$ cat config.mk
export PLATFORM = sky130hd
export DESIGN_NAME = fir_ctrl
export DESIGN_NICKNAME = d
export VERILOG_FILES = /design/src/rtl/fir_ctrl.sv
export SDC_FILE = /design/constraint.sdc
export NUM_CORES = 1
export LEC_CHECK = 0
export CORE_UTILIZATION = 50
export CTS_CLUSTER_SIZE = 40
export DETAILED_ROUTE_END_ITERATION = 16
export PLACE_DENSITY = 0.71
export SYNTH_ARGS = -nofsm -noshare
export SYNTH_HDL_FRONTEND = slang
export SYNTH_SLANG_ARGS = --single-unit
$ cat constraint.sdc
create_clock -name clk_b -period 5.1 [get_ports clk_b]
set_clock_uncertainty 0.15 [all_clocks]
set_input_delay 0.765 -clock clk_b [delete_from_list [all_inputs] [get_ports clk_b]]
set_output_delay 0.765 -clock clk_b [all_outputs]
set_load 0.005 [all_outputs]
$ cat src/rtl/fir_ctrl.sv
// fir_ctrl: sequential FIR engine, one multiply-accumulate per cycle, N+2 cycles per output.
// Build option FIR_SAT_EN: saturate each result to 16 bits instead of wrapping.
module fir_ctrl #(
    parameter int DATA_W = 16,
    parameter int ACC_W  = 38
) (
    input  logic              clk_b,
    input  logic              rst_n,
    input  logic              Start,
    input  logic [5:0]        Ile_wsp,
    input  logic [13:0]       Ile_probek,
    output logic [4:0]        address_FIR,
    input  logic [DATA_W-1:0] wsp_data,
    output logic              FSM_MUX_CDC,
    output logic [13:0]       probka_adres,
    input  logic [DATA_W-1:0] probka_data,
    output logic [13:0]       wynik_adres,
    output logic [DATA_W-1:0] wynik_data,
    output logic              wynik_wr,
    output logic              pracuje,
    output logic              DONE
);
    localparam logic [2:0] IDLE  = 3'd0;
    localparam logic [2:0] FETCH = 3'd1;
    localparam logic [2:0] DRAIN = 3'd2;
    localparam logic [2:0] WRITE = 3'd3;
    localparam logic [2:0] FIN   = 3'd4;
    localparam int         FRAC  = DATA_W - 1;

    logic [2:0]               state_q, state_d;
    logic                     start_prev_q;
    logic [4:0]               k_q, k_d, k_last_q, k_last_d;
    logic [13:0]              n_q, n_d, n_last_q, n_last_d;
    logic signed [ACC_W-1:0]  acc_q, acc_d;
    logic                     term_vld_q, term_vld_d;

    logic                      start_rise;
    logic                      term_in_range;
    logic [5:0]                wsp_clamp;
    logic signed [2*DATA_W-1:0] coef_ext, samp_ext, prod;
    logic signed [ACC_W-1:0]   prod_ext;
    logic [DATA_W-1:0]         result;

    assign start_rise    = Start & ~start_prev_q;
    assign wsp_clamp     = (Ile_wsp > 6'd32) ? 6'd32 : Ile_wsp;
    assign term_in_range = (n_q >= {9'd0, k_q});
    assign coef_ext      = {{DATA_W{wsp_data[DATA_W-1]}}, wsp_data};
    assign samp_ext      = {{DATA_W{probka_data[DATA_W-1]}}, probka_data};
    assign prod          = coef_ext * samp_ext;
    assign prod_ext      = {{(ACC_W-2*DATA_W){prod[2*DATA_W-1]}}, prod};

`ifdef FIR_SAT_EN
    // acc>>>FRAC fits in DATA_W bits only when every bit from 2*DATA_W-2 upward agrees
    logic [ACC_W-2*DATA_W+1:0] acc_top;
    assign acc_top = acc_q[ACC_W-1:2*DATA_W-2];
    always_comb begin
        if ((&acc_top) || !(|acc_top)) result = acc_q[2*DATA_W-2:FRAC];
        else if (acc_top[ACC_W-2*DATA_W+1]) result = {1'b1, {(DATA_W-1){1'b0}}};
        else result = {1'b0, {(DATA_W-1){1'b1}}};
    end
`else
    assign result = acc_q[2*DATA_W-2:FRAC];
`endif

    // NOTE: every always_comb output is given a default first so no latch is inferred.
    always_comb begin
        state_d    = state_q;
        k_d        = k_q;
        n_d        = n_q;
        k_last_d   = k_last_q;
        n_last_d   = n_last_q;
        term_vld_d = 1'b0;
        acc_d      = term_vld_q ? (acc_q + prod_ext) : acc_q;
        case (state_q)
            IDLE: begin
                if (start_rise) begin
                    k_last_d = 5'(wsp_clamp - 6'd1);
                    n_last_d = Ile_probek - 14'd1;
                    k_d      = 5'd0;
                    n_d      = 14'd0;
                    acc_d    = '0;
                    state_d  = (wsp_clamp == 6'd0 || Ile_probek == 14'd0) ? FIN : FETCH;
                end
            end
            FETCH: begin
                // Out-of-range history terms still take a slot but contribute zero
                term_vld_d = term_in_range;
                if (k_q == k_last_q) state_d = DRAIN;
                else k_d = k_q + 5'd1;
            end
            DRAIN: state_d = WRITE;
            WRITE: begin
                if (n_q != n_last_q) begin
                    n_d     = n_q + 14'd1;
                    k_d     = 5'd0;
                    acc_d   = '0;
                    state_d = FETCH;
                end else begin
                    state_d = FIN;
                end
            end
            FIN:     state_d = IDLE;
            default: state_d = IDLE;
        endcase
    end

    // NOTE: state registers use non-blocking assignments and all reset asynchronously.
    always_ff @(posedge clk_b or negedge rst_n) begin
        if (!rst_n) begin
            state_q      <= IDLE;
            start_prev_q <= 1'b1;
            k_q          <= 5'd0;
            k_last_q     <= 5'd0;
            n_q          <= 14'd0;
            n_last_q     <= 14'd0;
            acc_q        <= '0;
            term_vld_q   <= 1'b0;
        end else begin
            state_q      <= state_d;
            start_prev_q <= Start;
            k_q          <= k_d;
            k_last_q     <= k_last_d;
            n_q          <= n_d;
            n_last_q     <= n_last_d;
            acc_q        <= acc_d;
            term_vld_q   <= term_vld_d;
        end
    end

    assign pracuje      = (state_q != IDLE);
    assign FSM_MUX_CDC  = (state_q == IDLE);
    assign DONE         = (state_q == FIN);
    assign wynik_wr     = (state_q == WRITE);
    assign address_FIR  = (state_q == FETCH) ? k_q : 5'd0;
    assign probka_adres = (state_q == FETCH && term_in_range) ? (n_q - {9'd0, k_q}) : 14'd0;
    assign wynik_adres  = wynik_wr ? n_q : 14'd0;
    assign wynik_data   = wynik_wr ? result : '0;

endmodule

* Word level (Yosys, flattened, before mapping)
Cells that the tools add are included.
** Word-level totals
- Word-level logic and storage cells :: 63
- Input port bits :: 55
- Flip-flop bits (word level) :: 81
** Operators by class
- Add/sub/neg operators :: 6
- Bitwise gates (word level) :: 2
- Reduce and logical (&&, ||, !) cells :: 12
- Mux-type cells :: 22
- Multiply operators :: 1
- $lt $le $gt $ge :: 2
- Equal/unequal tests :: 10
** Operators by type and width (number)
- 38-bit 2-to-1 mux :: 3
- 38-bit case mux with 2 select lines :: 1
- 14-bit 2-to-1 mux :: 4
- 38-bit by 32-bit adder with 38-bit output :: 1
- 16-bit by 16-bit multiplier with 32-bit output :: 1
- 14-bit case mux with 2 select lines :: 1
- 5-bit 2-to-1 mux :: 4
- 16-bit 2-to-1 mux :: 1
- 5-bit case mux with 3 select lines :: 1
- 14-bit by 1-bit adder with 14-bit output (second input constant) :: 1
- 14-bit by 5-bit >= comparator with 1-bit output :: 1
- 14-bit zero test :: 1
- 14-bit inequality test :: 1
- 14-bit by 1-bit subtractor with 14-bit output (second input constant) :: 1
- 14-bit by 5-bit subtractor with 14-bit output :: 1
- 3-bit 2-to-1 mux :: 4
- 3-bit case mux with 4 select lines :: 1
- 3-bit by 2-bit equality test with 1-bit output (second input constant) :: 2
- 6-bit > comparator (second input constant) :: 1
- 6-bit zero test :: 1
- 6-bit 2-to-1 mux :: 1
- 3-bit nonzero test :: 2
- 5-bit by 1-bit adder with 5-bit output (second input constant) :: 1
- 5-bit equality test :: 1
- 15 further kinds :: 18

* Depth between registers and ports, before layout
Gate-level depths: netlist of run 1.
- Word-level depth :: 7
- Gate-level depth with buffers :: 22
- Depth with buffers taken out :: 21

* Worst setup path after synthesis of run 1
No wires, ideal clock.
- Path kind :: input -> register
- Start point :: input port wsp_data[15]
- End point :: register acc_q[30]
- Setup slack :: -1708 ps
- Cell stages on the path :: 20
- Arrival :: 6571 ps
- Required time :: 4863 ps
- Library setup time :: 87 ps
- Buffers on the path :: 2
- Path through :: clkbuf_1 -> clkbuf_1 -> nand2_1 -> inv_1 -> fa_1 -> fa_1 -> fa_1 -> fa_1 -> fa_1 -> inv_1 -> fa_1 -> inv_1 -> ha_1 -> and4_1 -> and3_1 -> a221oi_1 -> o21ai_1 -> a311oi_4 -> a2111oi_1 -> a211oi_2
** Between the ends
- Cells in the longest elaborated chain, start to end :: 5
- Elaborated cells between the ends (all ways) :: 6
- Those cells by class :: add/sub: 1; mul: 1; mux: 4
** Ends and longest elaborated chain
- start, declared :: RTL line 13 : input logic [DATA_W-1:0] wsp_data,
- 16-bit by 16-bit multiplier with 32-bit output * :: RTL line 49 : assign prod = coef_ext * samp_ext;
- 38-bit by 32-bit adder with 38-bit output * :: RTL line 73 : acc_d = term_vld_q ? (acc_q + prod_ext) : acc_q;
- 38-bit 2-to-1 mux * :: RTL line 73
- 38-bit 2-to-1 mux (on tied branches) :: RTL line 93, 76
- 38-bit case mux with 2 select lines * :: RTL line 74 : case (state_q)
- net acc_d[30] :: RTL line 34 : logic signed [ACC_W-1:0] acc_q, acc_d;
- end signal, assigned :: RTL line 116 : acc_q <= '0;
- end signal, assigned :: RTL line 125 : acc_q <= acc_d;
- end, declared :: RTL line 34
The timed path passes the listed nets; every way through them passes the cells marked *.
A chain may end at the register's enable or synchronous reset.

* Worst setup path in the final report of run 1
- Start point :: input port probka_data[5]
- End point :: register acc_q[30]
** Between the ends
- Cells in the longest elaborated chain, start to end :: 5
- Elaborated cells between the ends (all ways) :: 6
- Those cells by class :: add/sub: 1; mul: 1; mux: 4
** Ends and longest elaborated chain
- start, declared :: RTL line 16 : input logic [DATA_W-1:0] probka_data,
- 16-bit by 16-bit multiplier with 32-bit output * :: RTL line 49
- 38-bit by 32-bit adder with 38-bit output * :: RTL line 73
- 38-bit 2-to-1 mux * :: RTL line 73
- 38-bit 2-to-1 mux (on tied branches) :: RTL line 93, 76
- 38-bit case mux with 2 select lines * :: RTL line 74
- net acc_d[30] :: RTL line 34
Marked as above.

==> results of run 1 <==
==> per-stage QoR <==
| step | hold WS [ps] | setup TNS [ps] |
|---|---|---|
| floorplan | 309 | -11720 |
| global placement | 326 | -31940 |
| detailed placement | 335 | -32890 |
| CTS | 348 | -15050 |
| global route | 386 | -19010 |
| finish | 350 | -16070 |
==> kinds of logic (layout without fill, tap and decap cells) <==
logic type,Yosys count,in the layout,share of synthesized area [%]
mux,16,16,1.07
simple gates,546,546,18.1
xor+xnor,83,83,4.85
flops,74,74,12.4
compound gates,144,144,6.45
fa+ha+maj,390,390,46.9
buf+inv,408,719,10.3
==> worst max-delay path, stage by stage <==
cell	delay (ps)
buf_8	100
buf_12	120
buf_16	130
buf_6	110
and2_4	130
fa_2	570
inv_2	50
fa_2	530
inv_2	40
ha_4	260
ha_4	190
fa_1	560
inv_2	40
fa_1	500
inv_2	50
ha_4	240
a2111oi_4	340
o21ai_2	140
a221o_1	420
a41o_1	240
a311oi_4	340
a2111oi_4	130
a211oi_2	210
==> worst paths after layout <==
| check | slack, ps | cells after the start | startpoint | to |
|---|---|---|---|---|
| worst max-delay path | -1020 | 23 | probka_data[5] | acc_q[30]$_DFF_PN0_ |
| worst min-delay path | 350 | 2 | n_last_q[6]$_DFFE_PN0P_ | n_last_q[6]$_DFFE_PN0P_ |
| worst max register to register | 10 | 15 | acc_q[9]$_DFF_PN0_ | acc_q[30]$_DFF_PN0_ |
| worst min register to register | 350 | 2 | n_last_q[6]$_DFFE_PN0P_ | n_last_q[6]$_DFFE_PN0P_ |
| max in group asynchronous | 3700 | 1 | rst_n | acc_q[21]$_DFF_PN0_ |
| min in group asynchronous | 430 | 1 | rst_n | n_last_q[12]$_DFFE_PN0P_ |
==> registers in the layout, indices dropped and copies added (netlist names) <==
signal,cells
n_q,14
state_q,3
acc_q,31
k_q,5
k_last_q,5
start_prev_q,1
n_last_q,14
term_vld_q,1
==> layout make-up <==
class                           instances  area (um2)  share of cell area (%)
Clock buffer                           11         233                    1.15
Clock inverter                          5         103                   0.507
Inverter                              343        1290                    6.38
Multi-Input combinational cell       1179       12500                    62.0
Sequential cell                        74        1850                    9.16
Tap cell                              390         488                    2.41
Timing Repair Buffer                  360        3720                    18.4
==> cells in the final DEF (no fill, tap or decap), drive strengths merged, types with 20 or more instances in the layout <==
cell type / synthesis / layout
xor2: 36 / 36
nor3: 20 / 20
nand2: 192 / 192
buf: 9 / 278
xnor2: 47 / 47
nor2: 91 / 91
ha: 104 / 104
o21ai: 43 / 43
clkdlybuf4s50: 0 / 75
a21oi: 33 / 33
inv: 342 / 341
dfrtp: 73 / 73
and2: 158 / 158
fa: 286 / 286
==> what timing repair did <==
item                                    4_1_cts  5_1_grt
pin swaps                                   149       91
setup buffers                                88       11
endpoints found under the setup margin       24       22
cloned                                       13        0
gates resized for setup                     311       90
==> layer usage <==
layer	routed length [um]	part of all wire, %	vias up	track usage [%]
met5	0	0	-	0
met4	1240	3.0	0	9.02
met3	2140	5.2	96	3.85
met2	20200	49	381	45.8
met1	17900	43	6222	38.9
li1	-	-	5688	-
==> summary.md, run 1 <==
| Metric | Value |
|---|---|
| Clk Latency, worst-skew pair | `340 ps` |
| Relative slew slack | `around a third` |
| Via count | `12.4k` |
| Global router's overall resource usage | `28.1%` |
| DRT Pass-1 Iters | `5` |
| Residual DRC count | `0` |
| Cell Rows | `63` |
| DR iter-0 viols | `about 740` |
| DRT antenna net count | `0` |
| Post-Place Cells | `2239` |
| Worst Path Required | `5210 ps` |
| Clock sink count | `74` |
| CTS buffer count | `9` |
| Syn Area/Cell | `9.02 um2` |
| TritonCTS clock tree | `done` |
| HPWL after DPL | `30.6 mm` |
| Ys flop type | `dfrtp_1` |
| WL per Instance | `17.6 um` |
| Commonest cells post-synth | `inv_1, fa_1, nand2_1, and2_1, ha_1` |
| First-pass GRT wire length | `67.8 mm` |
| Post-synth top area cell | `fa_1` |
| Max clock buf depth | `2` |
| Root buf cell | `clkbuf_16` |
| Yosys cell types | `62` |
| Crit share post-route | `120%` |
| DP Worst Slack | `-1810 ps` |
| Largest net degree at the start of global routing | `75` |
| Die height | `175 um` |
| Max-Cap Viols | `0` |
| Post-layout util | `68.4%` |
| Die ar. | `30700 um2` |
| I/O pins | `108` |
| Share of layout cells above drive strength 1 | `26.3%` |
| Max Clock Freq | `163 MHz` |
| Syn Inst Count | `1661` |
| Fill cells | `~2.2k` |
| Vias in the first global route | `13.1k` |
| Hold buffer count at CTS | `0` |
| Kind of critical path | `in2reg` |
| Initial antenna violation count | `0` |
| Run status | `finished with violations` |
| Starting Density | `50.7%` |
| Final Cell Area | `slightly above 20000 um2` |
| Unrepaired setup endpoints after global routing | `yes` |
| Syn. warnings | `0` |
| Input/output buffers | `approximately 110` |
| Failing checks | `setup timing` |
| Critical path launch point type | `primary input` |
| Most numerous cell in the Yosys netlist | `inv_1` |
| Placement Cell Area | `roughly 18000 um2` |
| Worst setup margin | `-1020 ps` |
| RD Place Congestion | `0.882` |
| CTS clock-pin slew for the worst setup and hold paths | `60 ps` |
| Area Overhead vs Synth | `35.0%` |
| Worst-Margin Slew | `between 1000 and 1500 ps` |
| Die width | `175 um` |
| Core area | `29600 um2` |
| Final setup viols | `21` |
| Synthesized area | `15000 um2` |
| NumNets Final | `2412` |
| CP endpoint kind | `register` |
| Synthesized flop and latch total | `74` |
| Final Max Slew Viols | `0` |
| Tmin final | `6120 ps` |
| Post-Syn Nets | `2106` |
| Crit Path Max Fanout | `5` |
| Ant diodes | `0` |
| Drt total wl | `41.5 mm` |
| Post-synth EDFFs | `0` |
| Ys async rst share | `100%` |
| Sequential area share after synthesis | `12.4%` |
| Fin cells | `roughly 2.4k` |
| Critical Path AT | `6220 ps` |
| Share of the synthesized area in the top cell type | `between 30% and 40%` |
| Htree depth | `3` |
| Via density | `approximately 5.2` |
| Worst hold path class | `reg2reg` |
| Area contributors post-synth | `fa_1, dfrtp_1, ha_1` |
| Fin. Hold Viols | `0` |
| GRT overflow | `0` |
Power of run 1 is not shown: default switching activity piles up to over one toggle a cycle in this logic, so the estimate is an artifact.
==> run 2: changes to the inputs <==
- PLACE_DENSITY: 0.71 -> 0.69
- clock period: 5.1 -> 6.45 ns (I/O delays scaled with it)
==> run 2 against run 1 <==
  * Global-route usage down 1.4 points
  * Cell count down 1.9%
  * Critical path type unchanged
  * Critical endpoint is now acc_q[28]$_DFF_PN0_
  * Non-clock buffer count down 46
  * The run now ends clean
  * Register-to-register slack better by 1300 ps
  * Largest cell class unchanged
  * Sequential cell count unchanged
==> summary.md, run 2 (same netlist as run 1, synthesis figures left out) <==
| Metric | Value |
|---|---|
| Max clock buf depth | `2 (unchanged)` |
| Critical path launch point type | `primary input (unchanged)` |
| Starting Density | `50.7% (unchanged)` |
| DRT antenna net count | `0 (unchanged)` |
| Input/output buffers | `107 (unchanged)` |
| Placement Cell Area | `17700 um2 (was 18000 um2)` |
| Die ar. | `30700 um2 (unchanged)` |
| Cell Rows | `63 (unchanged)` |
| Reg2reg start | `acc_q[9]$_DFF_PN0_ (unchanged)` |
| Largest register FFs | `31 (unchanged)` |
| Worst hold start | `n_last_q[6]$_DFFE_PN0P_ (unchanged)` |
| Most frequent cells in the layout | `inv_1, fa_1, nand2_1, buf_4, and2_1 (was inv_1, fa_1, buf_4, nand2_1, and2_1)` |
| Residual DRC count | `0 (unchanged)` |
| DR iter-0 viols | `650 (was 742)` |
| Largest net degree at the start of global routing | `75 (unchanged)` |
| Crit Path Max Fanout | `4 (was 5)` |
| GRT overflow | `0 (unchanged)` |
| Tmin final | `6390 ps` |
| DP Worst Slack | `-845 ps (was -1810 ps)` |
| CP endpoint kind | `register (unchanged)` |
| Ant diodes | `0 (unchanged)` |
| WL per Instance | `16.9 um (was 17.6 um)` |
| Worst setup margin | `56.6 ps (was -1020 ps)` |
| Final setup viols | `0 (was 21)` |
| First-pass GRT wire length | `64.8 mm (was 67.8 mm)` |
| Fill cells | `2451 (was 2176)` |
| Worst-Margin Slew | `989 ps (was 1000 ps)` |
| Fin Setup TNS | `0 ps (was -16070 ps)` |
| NumNets Final | `2366 (was 2412)` |
| Biggest regs | `acc_q (31), n_last_q (14), n_q (14) (unchanged)` |
| Via count | `12.0k (was 12.4k)` |
| Reg2Reg Setup Slack | `1320 ps (was 10 ps)` |
| Drt total wl | `39.1 mm (was 41.5 mm)` |
| Initial antenna violation count | `2 (was 0)` |
| Commonest non-fill, non-tap cell in the layout | `inv_1 (unchanged)` |
| Max Clock Freq | `156 MHz` |
| RD Place Congestion | `0.885 (was 0.882)` |
| Final Max Slew Viols | `0 (unchanged)` |
| Run status | `complete, no violations (was finished with violations)` |
| Biggest register | `acc_q (unchanged)` |
| CTS buffer count | `9 (unchanged)` |
| Hold path cells | `2 (unchanged)` |
| TritonCTS clock tree | `done (unchanged)` |
| Final hold slack | `353 ps (was 350 ps)` |
| Die height | `175 um (unchanged)` |
| Worst hold path class | `reg2reg (unchanged)` |
| Die width | `175 um (unchanged)` |
| Fin. Hold Viols | `0 (unchanged)` |
| Unrepaired setup endpoints after global routing | `yes (unchanged)` |
| Final Cell Area | `19000 um2 (was 20200 um2)` |
| I/O pins | `108 (unchanged)` |
| Critical Path AT | `6440 ps (was 6220 ps)` |
| Core area | `29600 um2 (unchanged)` |
| DRT Pass-1 Iters | `6 (was 5)` |
| Via density | `5.18 (was 5.24)` |
| Share of layout cells above drive strength 1 | `20.2% (was 26.3%)` |
| Global router's overall resource usage | `26.7% (was 28.1%)` |
| HPWL after DPL | `30.5 mm (was 30.6 mm)` |
| Reg2reg path depth | `15 (unchanged)` |
| Clk Latency, worst-skew pair | `340 ps (about the same)` |
| Worst Path Required | `6500 ps (was 5210 ps)` |
| Clock sink count | `74 (unchanged)` |
| Hold buffer count at CTS | `0 (unchanged)` |
| Hold-critical path endpoint | `n_last_q[6]$_DFFE_PN0P_ (unchanged)` |
| R2R Path End | `acc_q[28]$_DFF_PN0_ (was acc_q[30]$_DFF_PN0_)` |
| Root buf cell | `clkbuf_16 (unchanged)` |
| Kind of critical path | `in2reg (unchanged)` |
| Vias in the first global route | `12.9k (was 13.1k)` |
| CTS clock-pin slew for the worst setup and hold paths | `60 ps (about the same)` |
| Crit share post-route | `99.1%` |
| Relative slew slack | `34.1% (was 33.1%)` |
| Htree depth | `3 (unchanged)` |
| Area Overhead vs Synth | `27.0% (was 35.0%)` |
| Max-Cap Viols | `0 (unchanged)` |
## run 2: cell count changes in the layout (fill, tap and decap cells not counted), sizes merged
cell	change
inv	+1
clkbuf	+15
dlymetal6s2s	+2
clkdlybuf4s15	-1
buf	-64
bufinv	-1
clkinv	+2
bufbuf	-4
dlygate4sd2	+4
## run 2: worst max path at each step
stage               slack (ps)      startpoint             endpoint  depth (start not counted)
floorplan                  -20  probka_data[3]  acc_q[30]$_DFF_PN0_                         19
global placement          -710  probka_data[5]  acc_q[29]$_DFF_PN0_                         23
detailed placement        -840  probka_data[5]  acc_q[29]$_DFF_PN0_                         23
CTS                        0.1     wsp_data[0]  acc_q[25]$_DFF_PN0_                         23
global route              -100  probka_data[4]  acc_q[28]$_DFF_PN0_                         22
finish                      60  probka_data[4]  acc_q[28]$_DFF_PN0_                         22
## run 2: metal layers
layer | share of wire [%] | vias up | track usage (%) | wire, um
li1 | - | 5580 | - | -
met1 | 42 | 6073 | 34.6 | 16300
met2 | 52 | 277 | 47.1 | 20200
met3 | 3.6 | 67 | 2.81 | 1430
met4 | 3.0 | 4 | 8.30 | 1170
met5 | 0.10 | - | 0 | 40
## run 2: repair_timing
item / 4_1_cts / 5_1_grt
gates cloned: 4 / 2
gates resized for setup: 147 / 131
buffers inserted: 32 / 14
pin swaps: 73 / 78
setup endpoints to repair: 16 / 15
## run 2: stage by stage
stage,util [%],cells
6_report,64.4,2316
5_1_grt,64.4,2316
4_1_cts,63.2,2301
3_5_place_dp,59.8,2249
3_3_place_gp,59.8,2249
2_1_floorplan,-,1661
## run 2: worst max-delay path: stages
cell	delay (ps)
buf_8	110
buf_8	130
buf_6	130
and2_1	160
fa_1	500
inv_2	50
fa_2	570
fa_2	440
fa_1	500
inv_1	50
fa_1	510
inv_1	70
fa_1	480
inv_1	60
ha_4	230
nand3_1	110
nand2_1	80
a221o_1	440
a41o_1	240
a311oi_4	330
xor2_1	180
o22ai_1	100
## run 2: cell type report
cell class | count | area (um2) | area share, %
repair buffers | 314 | 2880 | 15.1
multi-input cells | 1179 | 12200 | 64.1
inverters | 343 | 1290 | 6.76
clock inverters | 7 | 93.8 | 0.493
clock buffers | 9 | 225 | 1.18
flip-flops and latches | 74 | 1850 | 9.74
well taps | 390 | 488 | 2.56
Power of run 2 is left out for the same reason.
==> run 3: changes to the inputs <==
- CORE_MARGIN: unset -> 2
- CTS_CLUSTER_SIZE: 40 -> unset
==> run 3 against run 2 <==
  * Register-to-register slack about the same
  * Utilization down 0.52 points
  * Die area up 2.3%
  * Critical path type unchanged
  * Hold slack better by 3.7 ps
  * Critical path depth unchanged
  * Clock-buffer cell count up 2
  * Via count up 0.42%
  * Maximum frequency up 1.3%
  * Sequential cell count unchanged
  * Critical endpoint unchanged
==> summary.md, run 3 (same netlist as run 1, synthesis figures left out) <==
| Metric | Value |
|---|---|
| Crit Path Max Fanout | `6 (was 4)` |
| Met3 Usage GRT | `2.36% (was 2.81%)` |
| Worst Path Required | `6490 ps (was 6500 ps)` |
| Slowest cell delay on critical path | `530 ps (was 570 ps)` |
| Biggest regs | `acc_q (31), n_last_q (14), n_q (14) (unchanged)` |
| Share of layout cells above drive strength 1 | `19.8% (was 20.2%)` |
| Worst hold path class | `reg2reg (unchanged)` |
| I/O pins | `108 (unchanged)` |
| Clk Latency, worst-skew pair | `340 ps (about the same)` |
| First-pass GRT wire length | `65.1 mm (was 64.8 mm)` |
| Reg2Reg Setup Slack | `1310 ps (was 1320 ps)` |
| Reg2reg start | `acc_q[15]$_DFF_PN0_ (was acc_q[9]$_DFF_PN0_)` |
| Worst hold start | `n_last_q[9]$_DFFE_PN0P_ (was n_last_q[6]$_DFFE_PN0P_)` |
| Global-route met2 utilization | `46.9% (was 47.1%)` |
| Die height | `177 um (was 175 um)` |
| CTS clock-pin slew for the worst setup and hold paths | `60 ps (about the same)` |
| Run status | `complete, no violations (unchanged)` |
| Max Clock Freq | `158 MHz (was 156 MHz)` |
| Vias in the first global route | `13.2k (was 12.9k)` |
| Biggest register | `acc_q (unchanged)` |
| Fill cells | `2478 (was 2451)` |
| Die ar. | `31400 um2 (was 30700 um2)` |
| Residual DRC count | `0 (unchanged)` |
| CP endpoint kind | `register (unchanged)` |
| Relative slew slack | `33.9% (was 34.1%)` |
| Largest register FFs | `31 (unchanged)` |
| Input/output buffers | `107 (unchanged)` |
| Cell Rows | `63 (unchanged)` |
| NumNets Final | `2354 (was 2366)` |
| Final Cell Area | `18900 um2 (was 19000 um2)` |
| Starting Density | `50.7% (unchanged)` |
| Busiest grt layer | `met2 (unchanged)` |
| DRT antenna net count | `0 (unchanged)` |
| Fin. Hold Viols | `0 (unchanged)` |
| Die width | `177 um (was 175 um)` |
| WL per Instance | `16.9 um (about the same)` |
| Hold-critical path endpoint | `n_last_q[9]$_DFFE_PN0P_ (was n_last_q[6]$_DFFE_PN0P_)` |
| Worst-Margin Slew | `991 ps (was 989 ps)` |
| Critical Path AT | `6350 ps (was 6440 ps)` |
| Kind of critical path | `in2reg (unchanged)` |
| Critical path launch point type | `primary input (unchanged)` |
| Ant diodes | `0 (unchanged)` |
| Crit share post-route | `97.8% (was 99.1%)` |
| Root buf cell | `clkbuf_16 (unchanged)` |
| DR iter-0 viols | `652 (was 650)` |
| Via density | `5.23 (was 5.18)` |
| Core area | `29600 um2 (unchanged)` |
| Area Overhead vs Synth | `26.0% (was 27.0%)` |
| TritonCTS clock tree | `done (unchanged)` |
| Drt total wl | `39.0 mm (was 39.1 mm)` |
| Largest net degree at the start of global routing | `75 (unchanged)` |
| Clock sink count | `74 (unchanged)` |
| Max clock buf depth | `2 (unchanged)` |
| Tmin final | `6310 ps (was 6390 ps)` |
| Max-Cap Viols | `0 (unchanged)` |
| Hold path cells | `2 (unchanged)` |
| Htree depth | `3 (unchanged)` |
| HPWL after DPL | `31.0 mm (was 30.5 mm)` |
| DRT Pass-1 Iters | `5 (was 6)` |
| Most used cell, CP | `fa_1 (unchanged)` |
| Placement Cell Area | `17700 um2 (about the same)` |
| CTS buffer count | `9 (unchanged)` |
| Critical Path Source | `probka_data[4] (unchanged)` |
| Slowest library cell on the worst path | `fa_1 (was fa_2)` |
| Most frequent cells in the layout | `inv_1, fa_1, nand2_1, buf_4, and2_1 (unchanged)` |
| Commonest non-fill, non-tap cell in the layout | `inv_1 (unchanged)` |
| Via count | `12.1k (was 12.0k)` |
| Final Max Slew Viols | `0 (unchanged)` |
| Unrepaired setup endpoints after global routing | `yes (unchanged)` |
| GR met1 Demand/Resource | `33.8% (was 34.6%)` |
| R2R Path End | `acc_q[29]$_DFF_PN0_ (was acc_q[28]$_DFF_PN0_)` |
| RD Place Congestion | `0.907 (was 0.885)` |
| Initial antenna violation count | `0 (was 2)` |
| Final setup viols | `0 (unchanged)` |
| Global router's overall resource usage | `26.0% (was 26.7%)` |
| Reg2reg path depth | `18 (was 15)` |
| GRT overflow | `0 (unchanged)` |
| Worst-path cell chain | `buf_6 -> buf_8 -> and2_4 -> fa_1 -> inv_1 -> fa_1 -> fa_1 -> inv_1 -> fa_1 -> fa_1 -> inv_1 -> fa_1 -> inv_2 -> ha_4 -> buf_4 -> nand4_1 -> a21oi_1 -> a221o_1 -> a41o_1 -> a311oi_4 -> xor2_1 -> o22ai_1 (was buf_8 -> buf_8 -> buf_6 -> and2_1 -> fa_1 -> inv_2 -> fa_2 -> fa_2 -> fa_1 -> inv_1 -> fa_1 -> inv_1 -> fa_1 -> inv_1 -> ha_4 -> nand3_1 -> nand2_1 -> a221o_1 -> a41o_1 -> a311oi_4 -> xor2_1 -> o22ai_1)` |
## run 3: metal layers
layer / wire length, um / vias up
met4: 828 / 0
met3: 1450 / 50
met2: 20500 / 289
met1: 16200 / 6168
li1: - / 5545
met5: 0 / -
## run 3: per-stage QoR
step	setup TNS [ps]	setup slack (ps)	hold slack [ps]	cells	utilization [%]
CTS	0	0.0129	362	2291	62.4
finish	0	140	357	2304	63.9
floorplan	-17.9	-17.9	309	1661	-
global placement	-9270	-709	337	2246	59.8
detailed placement	-10900	-820	349	2246	59.8
global route	-40.0	-25.4	381	2304	63.9
## run 3: what timing repair did
item                       in CTS  in global routing
gates resized for setup       124                159
setup buffers                  26                 14
setup endpoints to repair      16                 15
gates cloned                    3                  2
hold buffers                    0                  0
pin swaps                      46                101
## run 3: cell type report
type                            instances  area, um2  area share (%)
Tap cell                              390        488            2.58
Sequential cell                        74       1850            9.81
Inverter                              343       1290            6.82
Multi-Input combinational cell       1179      12200            64.6
Clock buffer                           11        253            1.34
Clock inverter                          5       52.6           0.278
Timing Repair Buffer                  302       2760            14.6
## run 3: how the worst max path moves through the flow
stage                                endpoint
after CTS                 acc_q[29]$_DFF_PN0_
after global placement    acc_q[29]$_DFF_PN0_
final                     acc_q[28]$_DFF_PN0_
after detailed placement  acc_q[29]$_DFF_PN0_
after floorplan           acc_q[30]$_DFF_PN0_
after global routing      acc_q[29]$_DFF_PN0_
## run 3: critical path: cells and delay by family
kind	cells	cell delay [ps]
fa+ha+maj	7	3200
compound gates	5	1190
buf+inv	7	610
simple gates	2	200
xor+xnor	1	180
Power of run 3 is left out for the same reason.
